[src/rtl/ssp_serdes.sv]
// ---------------------------------------------------------------------------
// ssp_serdes
//   Full-duplex synchronous serial port running entirely on PCLK. Generates
//   SSPCLKOUT by division, shifts TX words out MSB first with a one-period
//   frame-sync pulse ahead of each word (back-to-back frames allowed), and
//   oversamples SSPCLKIN/SSPFSSIN/SSPRXD through 2-flop synchronisers to
//   assemble RX words, flagging overrun when a word lands on an unread one.
//
//   Optional feature: define SSP_LOOPBACK_EN to add the `loopback` input,
//   which routes the TX pins into the receiver and forces SSPOE_B high.
//
// Parameters
//   DATA_W   bits per frame (4..16)
//   CLK_DIV  PCLK cycles per SSPCLKOUT half-period (>=1)
//
// Ports
//   PCLK, CLEAR          clock; synchronous active-high reset
//   loopback             (SSP_LOOPBACK_EN only) internal TX->RX loop
//   tx_ready, TxData     TX FIFO word available / word to send
//   tx_load              pulse: TxData latched, FIFO pops
//   transmit_complete    pulse: LSB period of a frame finished
//   RxData, rx_ready     last received word / unread-word flag
//   rx_read              consumer read strobe, clears rx_ready
//   rx_overrun           sticky: word completed while rx_ready was set
//   SSPCLKIN/FSSIN/RXD   asynchronous serial inputs
//   SSPCLKOUT/FSSOUT/TXD serial outputs; SSPOE_B active-low TXD enable
// ---------------------------------------------------------------------------
module ssp_serdes #(
    parameter int DATA_W  = 8,
    parameter int CLK_DIV = 2
) (
    input  logic              PCLK,
    input  logic              CLEAR,
`ifdef SSP_LOOPBACK_EN
    input  logic              loopback,
`endif
    input  logic              tx_ready,
    input  logic [DATA_W-1:0] TxData,
    output logic              tx_load,
    output logic              transmit_complete,
    output logic [DATA_W-1:0] RxData,
    output logic              rx_ready,
    input  logic              rx_read,
    output logic              rx_overrun,
    input  logic              SSPCLKIN,
    input  logic              SSPFSSIN,
    input  logic              SSPRXD,
    output logic              SSPCLKOUT,
    output logic              SSPFSSOUT,
    output logic              SSPTXD,
    output logic              SSPOE_B
);

    localparam int CNT_W = (CLK_DIV > 1) ? $clog2(CLK_DIV) : 1;
    localparam int BIT_W = $clog2(DATA_W);
    localparam logic [CNT_W-1:0] DIV_MAX  = CNT_W'(CLK_DIV - 1);
    localparam logic [BIT_W-1:0] BIT_LAST = BIT_W'(DATA_W - 1);

    typedef enum logic [1:0] {TX_IDLE, TX_SYNC, TX_DATA} tx_state_e;
    typedef enum logic       {RX_IDLE, RX_DATA}          rx_state_e;

    // Clock generator
    logic [CNT_W-1:0] div_cnt_q, div_cnt_d;
    logic             sclk_q, sclk_d;
    logic             div_wrap, fall_tick;

    // Transmitter
    tx_state_e         tx_state_q, tx_state_d;
    logic [DATA_W-1:0] tx_sh_q, tx_sh_d;
    logic [BIT_W-1:0]  tx_bit_q, tx_bit_d;
    logic              fss_q, fss_d;
    logic              txd_q, txd_d;
    logic              oe_b_q, oe_b_d;
    logic              tx_load_c, tx_done_c;

    // Receiver
    logic              clk_src, fss_src, rxd_src;
    logic              clk_s1_q, clk_s2_q, clk_s3_q;
    logic              fss_s1_q, fss_s2_q;
    logic              rxd_s1_q, rxd_s2_q;
    logic              rx_rise;
    rx_state_e         rx_state_q, rx_state_d;
    logic [DATA_W-2:0] rx_sh_q, rx_sh_d;
    logic [BIT_W-1:0]  rx_bit_q, rx_bit_d;
    logic [DATA_W-1:0] rx_data_q, rx_data_d;
    logic              rx_ready_q, rx_ready_d;
    logic              rx_ovr_q, rx_ovr_d;
    logic              rx_done_c;

    assign div_wrap  = (div_cnt_q == DIV_MAX);
    assign fall_tick = div_wrap & sclk_q;

`ifdef SSP_LOOPBACK_EN
    assign clk_src = loopback ? sclk_q : SSPCLKIN;
    assign fss_src = loopback ? fss_q  : SSPFSSIN;
    assign rxd_src = loopback ? txd_q  : SSPRXD;
    assign SSPOE_B = oe_b_q | loopback;
`else
    assign clk_src = SSPCLKIN;
    assign fss_src = SSPFSSIN;
    assign rxd_src = SSPRXD;
    assign SSPOE_B = oe_b_q;
`endif

    // clk_s3 is the previous synchronised level, used only for edge detect
    assign rx_rise = clk_s2_q & ~clk_s3_q;

    always_comb begin
        div_cnt_d = div_cnt_q + CNT_W'(1);
        sclk_d    = sclk_q;
        if (div_wrap) begin
            div_cnt_d = '0;
            sclk_d    = ~sclk_q;
        end
    end

    always_comb begin
        tx_state_d = tx_state_q;
        tx_sh_d    = tx_sh_q;
        tx_bit_d   = tx_bit_q;
        fss_d      = fss_q;
        txd_d      = txd_q;
        oe_b_d     = oe_b_q;
        tx_load_c  = 1'b0;
        tx_done_c  = 1'b0;
        case (tx_state_q)
            TX_IDLE: begin
                if (fall_tick && tx_ready) begin
                    tx_load_c  = 1'b1;
                    tx_sh_d    = TxData;
                    fss_d      = 1'b1;
                    tx_state_d = TX_SYNC;
                end
            end
            TX_SYNC: begin
                if (fall_tick) begin
                    fss_d      = 1'b0;
                    oe_b_d     = 1'b0;
                    txd_d      = tx_sh_q[DATA_W-1];
                    tx_sh_d    = {tx_sh_q[DATA_W-2:0], 1'b0};
                    tx_bit_d   = BIT_LAST;
                    tx_state_d = TX_DATA;
                end
            end
            TX_DATA: begin
                if (fall_tick) begin
                    if (tx_bit_q != '0) begin
                        txd_d    = tx_sh_q[DATA_W-1];
                        tx_sh_d  = {tx_sh_q[DATA_W-2:0], 1'b0};
                        tx_bit_d = tx_bit_q - BIT_W'(1);
                    end else begin
                        // LSB period over; chain straight into the next
                        // frame's sync period when another word is waiting
                        tx_done_c = 1'b1;
                        oe_b_d    = 1'b1;
                        txd_d     = 1'b0;
                        if (tx_ready) begin
                            tx_load_c  = 1'b1;
                            tx_sh_d    = TxData;
                            fss_d      = 1'b1;
                            tx_state_d = TX_SYNC;
                        end else begin
                            tx_state_d = TX_IDLE;
                        end
                    end
                end
            end
            default: tx_state_d = TX_IDLE;
        endcase
    end

    always_comb begin
        rx_state_d = rx_state_q;
        rx_sh_d    = rx_sh_q;
        rx_bit_d   = rx_bit_q;
        rx_data_d  = rx_data_q;
        rx_ready_d = rx_ready_q;
        rx_ovr_d   = rx_ovr_q;
        rx_done_c  = 1'b0;
        case (rx_state_q)
            RX_IDLE: begin
                if (rx_rise && fss_s2_q) begin
                    rx_bit_d   = '0;
                    rx_state_d = RX_DATA;
                end
            end
            RX_DATA: begin
                if (rx_rise) begin
                    if (rx_bit_q == BIT_LAST) begin
                        rx_done_c  = 1'b1;
                        rx_state_d = RX_IDLE;
                    end else begin
                        rx_sh_d  = {rx_sh_q[DATA_W-3:0], rxd_s2_q};
                        rx_bit_d = rx_bit_q + BIT_W'(1);
                    end
                end
            end
            default: rx_state_d = RX_IDLE;
        endcase

        // A completing word wins over a read in the same cycle: the new
        // word is presented as unread, and that read is not an overrun.
        if (rx_done_c) begin
            rx_data_d  = {rx_sh_q, rxd_s2_q};
            rx_ready_d = 1'b1;
            if (rx_ready_q && !rx_read) begin
                rx_ovr_d = 1'b1;
            end
        end else if (rx_read) begin
            rx_ready_d = 1'b0;
        end
    end

    always_ff @(posedge PCLK) begin
        if (CLEAR) begin
            div_cnt_q  <= '0;
            sclk_q     <= 1'b0;
            tx_state_q <= TX_IDLE;
            tx_sh_q    <= '0;
            tx_bit_q   <= '0;
            fss_q      <= 1'b0;
            txd_q      <= 1'b0;
            oe_b_q     <= 1'b1;
            clk_s1_q   <= 1'b0;
            clk_s2_q   <= 1'b0;
            clk_s3_q   <= 1'b0;
            fss_s1_q   <= 1'b0;
            fss_s2_q   <= 1'b0;
            rxd_s1_q   <= 1'b0;
            rxd_s2_q   <= 1'b0;
            rx_state_q <= RX_IDLE;
            rx_sh_q    <= '0;
            rx_bit_q   <= '0;
            rx_data_q  <= '0;
            rx_ready_q <= 1'b0;
            rx_ovr_q   <= 1'b0;
        end else begin
            div_cnt_q  <= div_cnt_d;
            sclk_q     <= sclk_d;
            tx_state_q <= tx_state_d;
            tx_sh_q    <= tx_sh_d;
            tx_bit_q   <= tx_bit_d;
            fss_q      <= fss_d;
            txd_q      <= txd_d;
            oe_b_q     <= oe_b_d;
            clk_s1_q   <= clk_src;
            clk_s2_q   <= clk_s1_q;
            clk_s3_q   <= clk_s2_q;
            fss_s1_q   <= fss_src;
            fss_s2_q   <= fss_s1_q;
            rxd_s1_q   <= rxd_src;
            rxd_s2_q   <= rxd_s1_q;
            rx_state_q <= rx_state_d;
            rx_sh_q    <= rx_sh_d;
            rx_bit_q   <= rx_bit_d;
            rx_data_q  <= rx_data_d;
            rx_ready_q <= rx_ready_d;
            rx_ovr_q   <= rx_ovr_d;
        end
    end

    // Strobes are combinational on the fall tick; masked so a cycle spent
    // in CLEAR can never pop the FIFO or report a completed frame.
    assign tx_load           = tx_load_c & ~CLEAR;
    assign transmit_complete = tx_done_c & ~CLEAR;
    assign SSPCLKOUT         = sclk_q;
    assign SSPFSSOUT         = fss_q;
    assign SSPTXD            = txd_q;
    assign RxData            = rx_data_q;
    assign rx_ready          = rx_ready_q;
    assign rx_overrun        = rx_ovr_q;

endmodule

[config.mk]
export PLATFORM = sky130hd
export DESIGN_NAME = ssp_serdes
export DESIGN_NICKNAME = d
export VERILOG_FILES = /design/src/rtl/ssp_serdes.sv
export SDC_FILE = /design/constraint.sdc
export NUM_CORES = 1
export LEC_CHECK = 0
export ABC_CLOCK_PERIOD_IN_PS = 1700
export CAP_MARGIN = 20
export CORE_ASPECT_RATIO = 0.75
export CORE_MARGIN = 3
export CORE_UTILIZATION = 40
export DETAILED_ROUTE_END_ITERATION = 7
export SYNTH_ARGS = -nofsm -noshare
export SYNTH_HDL_FRONTEND = slang
export SYNTH_SLANG_ARGS = --single-unit
[constraint.sdc]
create_clock -name PCLK -period 1.7 [get_ports PCLK]
set_input_delay 0.34 -clock PCLK [delete_from_list [all_inputs] [get_ports PCLK]]
set_output_delay 0.34 -clock PCLK [all_outputs]
set_load 0.01 [all_outputs]
# Word level (Yosys, flattened, before mapping)
# Index checks and enable logic that the tools add are counted.
# totals
register_bits	46
latchBits	0
ramBits	0
mem_bits_ro	0
inputBits	15
out_inout_bits	16
wordCells	115
n_memories	0
# classes
add_sub_neg	3
multipliers	0
n_div	0
n_lt_le_gt_ge	0
eq_ne	13
shifts	0
mux	50
bitwise_logic	9
n_reduce_logical	19
# ops
cell	count
$mux W8	5
$mux W1	26
$pmux W8 S3	1
$mux W3	6
$ne A2 B2 Y1 const B	9
$pmux W3 S2	2
$reduce_and A4 Y1	3
$reduce_and A3 Y1	3
$mux W2	4
$pmux W1 S2	4
$pmux W2 S3	1
$reduce_and A6 Y1	1
$reduce_bool A3 Y1	2
$not A1 Y1	5
$reduce_and A5 Y1	1
$and A1 B1 Y1	4
$reduce_bool A2 Y1	2
$add A3 B1 Y3 const B	1
$eq A3 B3 Y1 const B	1
$logic_and A1 B1 Y1	3
$ne A3 B3 Y1 const B	1
$pmux W1 S3	1
$sub A3 B1 Y3 const B	1
$eq A2 B1 Y1 const B	1
6 further kinds	6

# Logic depth before layout (Yosys ltp)
# Gate-level depths: netlist of run 1.
# depth
word_depth	5
depth_mapped	7
ltp_nobuf	6

# Worst setup path before layout of run 1
# OpenSTA, ideal clock, no wires.
# synth_timing
path_kind	flip-flop to output port
startpoint	reg tx_state_q[0]
endpoint	out tx_load
t_arrival_ns	1.473
required_ns	1.360
path_slack_ns	-0.113
stages_incl_launch_ff	7
n_path_buf	1
cell_sequence	dfxtp_1 -> inv_1 -> ha_1 -> buf_2 -> and3b_1 -> nor2_1 -> nor4b_1
# synth_between
elab_chain_len	3
word_cells_on_any_way	4
cone_classes	eq/ne (1); mux (1); bitwise (1); reduce/logical (1)
# synth_rtl
item	line	source
start: declaration	68	tx_state_e tx_state_q, tx_state_d;
start signal: assignment	240	tx_state_q <= tx_state_d;
$eq A2 B2 Y1 or $logic_not A2 Y1 (tied branches)	126	case (tx_state_q)
$pmux W1 S2 (*)	126	
$and A1 B1 Y1 (*)	264	assign tx_load = tx_load_c & ~CLEAR;
end: declaration	39	output logic tx_load,
# Every way passes the cells marked *; elsewhere a longest branch is shown, timed or not.

# Worst setup path in the final report of run 1
# layout_timing
startpoint	reg tx_bit_q[1]
endpoint	out tx_load
# layout_between
elab_chain_len	5
# layout_rtl
item	line	source
start: declaration	70	logic [BIT_W-1:0] tx_bit_q, tx_bit_d;
start signal: assignment	242	tx_bit_q <= tx_bit_d;
$reduce_bool A3 Y1	147	if (tx_bit_q != '0) begin
$mux W1	147	
$mux W1	146	if (fall_tick) begin
$pmux W1 S2	126	
$and A1 B1 Y1	264	
# Every way passes these cells.

==> results, run 1 <==
- The run finished, with violations left.
- The final reports fail on setup timing.
- Leaving out fill and tap cells, the most frequent cells in the layout are sky130_fd_sc_hd__dfxtp_1 (42), sky130_fd_sc_hd__nand2_1 (38), sky130_fd_sc_hd__clkdlybuf4s50_1 (28), sky130_fd_sc_hd__a21oi_1 (22).
- Setup repair after global routing could not meet its margin everywhere.
- The wire length of the first global-routing pass is 6940 µm.
- The maximum number of pins on one net before global-route repair is 47.
- Setup violations remaining at the end of the flow were counted as 12.
- Dividing the synthesized area by the synthesized cell count gives 8.84 µm².
- The type of the worst setup path is flop to output pin.
- The delay of the slowest critical-path stage is 330 ps.
- The sequential share of the synthesized area is 0.475.
- The type of destination of the critical path is an output pin.
- The flop-to-flop setup slack is -100 ps.
- The post-route clock skew is 8.53 ps.
- The initialized floorplan defines 21 standard-cell rows.
- The die area is 5720 µm².
- The routed wire length is 4350 µm.
- STA classifies the critical path startpoint as a flop.
- The path class of the tightest hold or removal check is flop to flop.
- Based on the critical path, the design can be clocked at up to 0.540 GHz.
- The net count of the finished layout is 296.
- The slowest cell on the critical path is sky130_fd_sc_hd__dfxtp_2.
- Counting both buffers and inverters, the worst setup path holds a total of 2.
- The clock tree from TritonCTS is yes.
- In this run, placement finished with an instance count of 315.
- Across the run, the number of max-cap violations was 0.
- The peak fanout along the critical path is 2.
- Dividing the detail-routed wire length by the instance count gives 13.2 µm.
- The number of enable-type register cells in the synthesized netlist is 0.
- The worst slew slack as a fraction of its limit is 0.663.
- After legalization and detailed placement, the total HPWL measured 2720 µm.
- The clock network latency to the later pin of the worst-skew pair is 300 ps.
- The most instantiated flip-flop cell in the synthesis netlist is sky130_fd_sc_hd__dfxtp_1.
- Traced cell by cell, the critical path runs through inv_2, ha_4, and3b_1, nor2_2, nor4b_2, buf_2.
- The H-tree was split into 2 levels.
- The initial antenna violation count is 0.
- The total negative slack for setup checks is -565 ps.
- The cell count after synthesis is 219.
- The die height is 66.3 µm.
- Summed over all cells, the static leakage comes to 0.000993 µW.
- Across all layers, the routed design uses 1645 vias.
- Using the TritonRoute via totals, the vias-per-cell ratio works out to 5.00.
- For this run the aggregate overflow at the end of global routing stands at 0.
- Across all hold checks on the routed design, the worst slack comes to 443 ps.
- The count of final hold-check violations was 0.
- The number of distinct library cells after synthesis is 38.
- The last weighted congestion value of the routability-driven placer is 0.745.
- The via count of the first global-routing pass is 1544.
- The yosys synthesis warning count is 0.
- The initial utilization of the core area, before any placement, comes to 0.424.
- After synthesis the netlist holds a flip-flop and latch count of 46.
- The count of non-filler cells in the finished layout is 329.
- The clock net in this run drives a total of 46 sinks.
- Summing every instance area after synthesis gives 1940 µm².
- The final design utilization is 0.595.
- For the pin with the worst max-slew slack, the measured transition is 505 ps.
- The clock passes through at most 2 buffers.
- After clock tree synthesis, the clock-pin slew on the worst setup and hold paths is 90 ps.
- After detailed routing, the number of remaining DRC violations is 0.
- The tree is rooted in a sky130_fd_sc_hd__clkbuf_8.
- The data required time at the worst endpoint is 1360 ps.
- The number of diodes added for antenna fixing is 0.
- The post-synthesis to final-layout area growth is 40.4%.
- Counting I/O delays and the setup requirement, the final critical path takes 1850 ps.
- The number of input and output port buffers inserted is 30.
- The count of nets left with antenna violations once routing finished came out at 0.
- Once routing completed, OpenROAD measured the worst setup slack at -150 ps.
- STA puts the critical path data arrival time at 1510 ps.
- The width of the die is 86.4 µm.
- The category of cells accounting for the largest share of critical-path delay is simple AND/OR/NAND/NOR gates.
- In the synthesized netlist the async set-or-reset flop fraction comes to 0.
- The placeable core area is 4570 µm².
- The number of hold buffers added after CTS is 0.
- The pre-antenna-repair detailed-routing pass consisted of 4 iterations.
- The first routing iteration left 74 violations.
- The number of buffers created by CTS is 5.
- The most common library cell in the layout ignoring fill and taps is sky130_fd_sc_hd__dfxtp_1.
- The total routing resource utilization after global routing is 0.157.
- Dividing total power by cell area gives a power density of 809 nW/µm².
- The number of nets handed over by synthesis was 243.
- The worst ir drop on vdd is 0.000525 V.
- The number of pins exceeding their max-slew limit in the final report is 0.
- The fraction of the cycle the final worst path needs is 1.09.
- The I/O pin count is 31.
- The fraction of layout cells with a size suffix above 1 is 0.243.
-- per-layer routing --
metal | share of wire | routed length, µm | up-vias | GRT usage
li1 | - | - | 864 | -
met1 | 0.51 | 2200 | 751 | 0.203
met2 | 0.43 | 1890 | 24 | 0.238
met3 | 0.046 | 198 | 6 | 0.0560
met4 | 0.014 | 60 | 0 | 0.0623
met5 | 0 | 0 | - | 0
-- cell families (layout without fill, tap and decap cells) --
kind of cell / Yosys count / in the layout / share of synthesized area
and+or+nand+nor: 98 / 98 / 0.237
adders and majority gates: 9 / 9 / 0.0581
DFF: 46 / 46 / 0.475
buffers and inverters: 14 / 67 / 0.0291
xor gates and xnor gates: 1 / 1 / 0.00452
muxes: 3 / 3 / 0.0155
AOI/OAI and AO/OA: 48 / 48 / 0.180
-- worst register-to-register path, cell delays in order, from the launching register on --
cell and delay [ps]:
sky130_fd_sc_hd__dfxtp_4 400, sky130_fd_sc_hd__inv_4 50, sky130_fd_sc_hd__ha_4 170, sky130_fd_sc_hd__buf_6 110, sky130_fd_sc_hd__or3_4 380, sky130_fd_sc_hd__a221oi_4 280, sky130_fd_sc_hd__mux2i_1 240, sky130_fd_sc_hd__nor2_1 50
-- worst paths after layout --
kind                                    from  cells past startpoint                         end
setup reg to reg  tx_state_q[1]$_SDFFE_PP0P_                      7  tx_state_q[0]$_SDFFE_PP0P_
setup / recovery    tx_bit_q[1]$_SDFFE_PP0P_                      6                     tx_load
hold reg to reg          rxd_s1_q$_SDFF_PP0_                      1         rxd_s2_q$_SDFF_PP0_
hold / removal           rxd_s1_q$_SDFF_PP0_                      1         rxd_s2_q$_SDFF_PP0_
-- power breakdown --
group	leakage [µW]	switching (µW)	internal [µW]
logic	0.000561	121	128
registers	0.000375	14.5	1100
clock network	0.0000573	364	470
-- timing repair --
action / 4_1_cts / 5_1_grt
pin swaps: 13 / 17
gates resized for setup: 32 / 13
setup buffers: 5 / 2
setup endpoints to repair: 13 / 20
-- cell usage after synthesis, types with 2 or more instances --
| cell | n | area share |
|---|---|---|
| sky130_fd_sc_hd__dfxtp_1 | 46 | 0.48 |
| sky130_fd_sc_hd__nand3b_1 | 2 | 0.0077 |
| sky130_fd_sc_hd__mux2i_1 | 3 | 0.016 |
| sky130_fd_sc_hd__buf_2 | 3 | 0.0077 |
| sky130_fd_sc_hd__and3_1 | 2 | 0.0065 |
| sky130_fd_sc_hd__inv_1 | 5 | 0.0097 |
| sky130_fd_sc_hd__nor2_1 | 23 | 0.045 |
| sky130_fd_sc_hd__nand2b_1 | 2 | 0.0065 |
| sky130_fd_sc_hd__o21ai_0 | 2 | 0.0052 |
| sky130_fd_sc_hd__ha_1 | 9 | 0.058 |
| sky130_fd_sc_hd__a211oi_1 | 3 | 0.012 |
| sky130_fd_sc_hd__nand3_1 | 2 | 0.0052 |
| sky130_fd_sc_hd__nand2_1 | 39 | 0.076 |
| sky130_fd_sc_hd__nor3_1 | 9 | 0.023 |
| sky130_fd_sc_hd__a22oi_1 | 3 | 0.012 |
| sky130_fd_sc_hd__and2_1 | 2 | 0.0065 |
| sky130_fd_sc_hd__a221oi_1 | 7 | 0.032 |
| sky130_fd_sc_hd__clkbuf_1 | 6 | 0.012 |
| sky130_fd_sc_hd__a21oi_1 | 22 | 0.057 |
| sky130_fd_sc_hd__nor2b_1 | 11 | 0.036 |
-- registers in the layout, indices dropped and copies added, names as in the netlist --
name	count
clk_s3_q	1
RxData	8
fss_s2_q	1
rx_state_q	1
rxd_s1_q	1
div_cnt_q	1
tx_bit_q	3
rx_ready	1
tx_sh_q	8
rxd_s2_q	1
SSPOE_B	1
tx_state_q	2
clk_s1_q	1
SSPFSSOUT	1
rx_bit_q	3
SSPCLKOUT	1
SSPTXD	1
rx_overrun	1
rx_sh_q	7
clk_s2_q	1
fss_s1_q	1
-- stage by stage --
| step | area [µm²] | power (µW) | setup WS [ps] |
|---|---|---|---|
| after floorplan | 1940 | 1250 | 20.6 |
| final | 2720 | 2200 | -150 |
| after CTS | 2640 | 2210 | -183 |
| after detailed placement | 2410 | 1350 | -362 |
| after global routing | 2720 | 2300 | -244 |
| after global placement | 2410 | 1350 | -337 |
-- final cells by class --
type,instances,area [µm²]
fill,404,1850
multi-input combinational,159,1090
sequential,46,928
timing repair buffer,55,493
clock buffer,6,82.6
tap,57,71.3
clock inverter,1,30.0
inverter,5,23.8
Note: power is estimated with default switching activity, not from simulation.
==> run 2: changes to the inputs <==
Settings changed: CTS_CLUSTER_SIZE set to 20, SLEW_MARGIN set to 20.
==> results of run 2 <==
Same layout as run 1: the final DEF is identical, and so are final timing and power.
==> run 3: changes to the inputs <==
Settings changed: SLEW_MARGIN 20 to not set.
==> results of run 3 <==
Same layout as run 1: the final DEF is identical, and so are final timing and power.
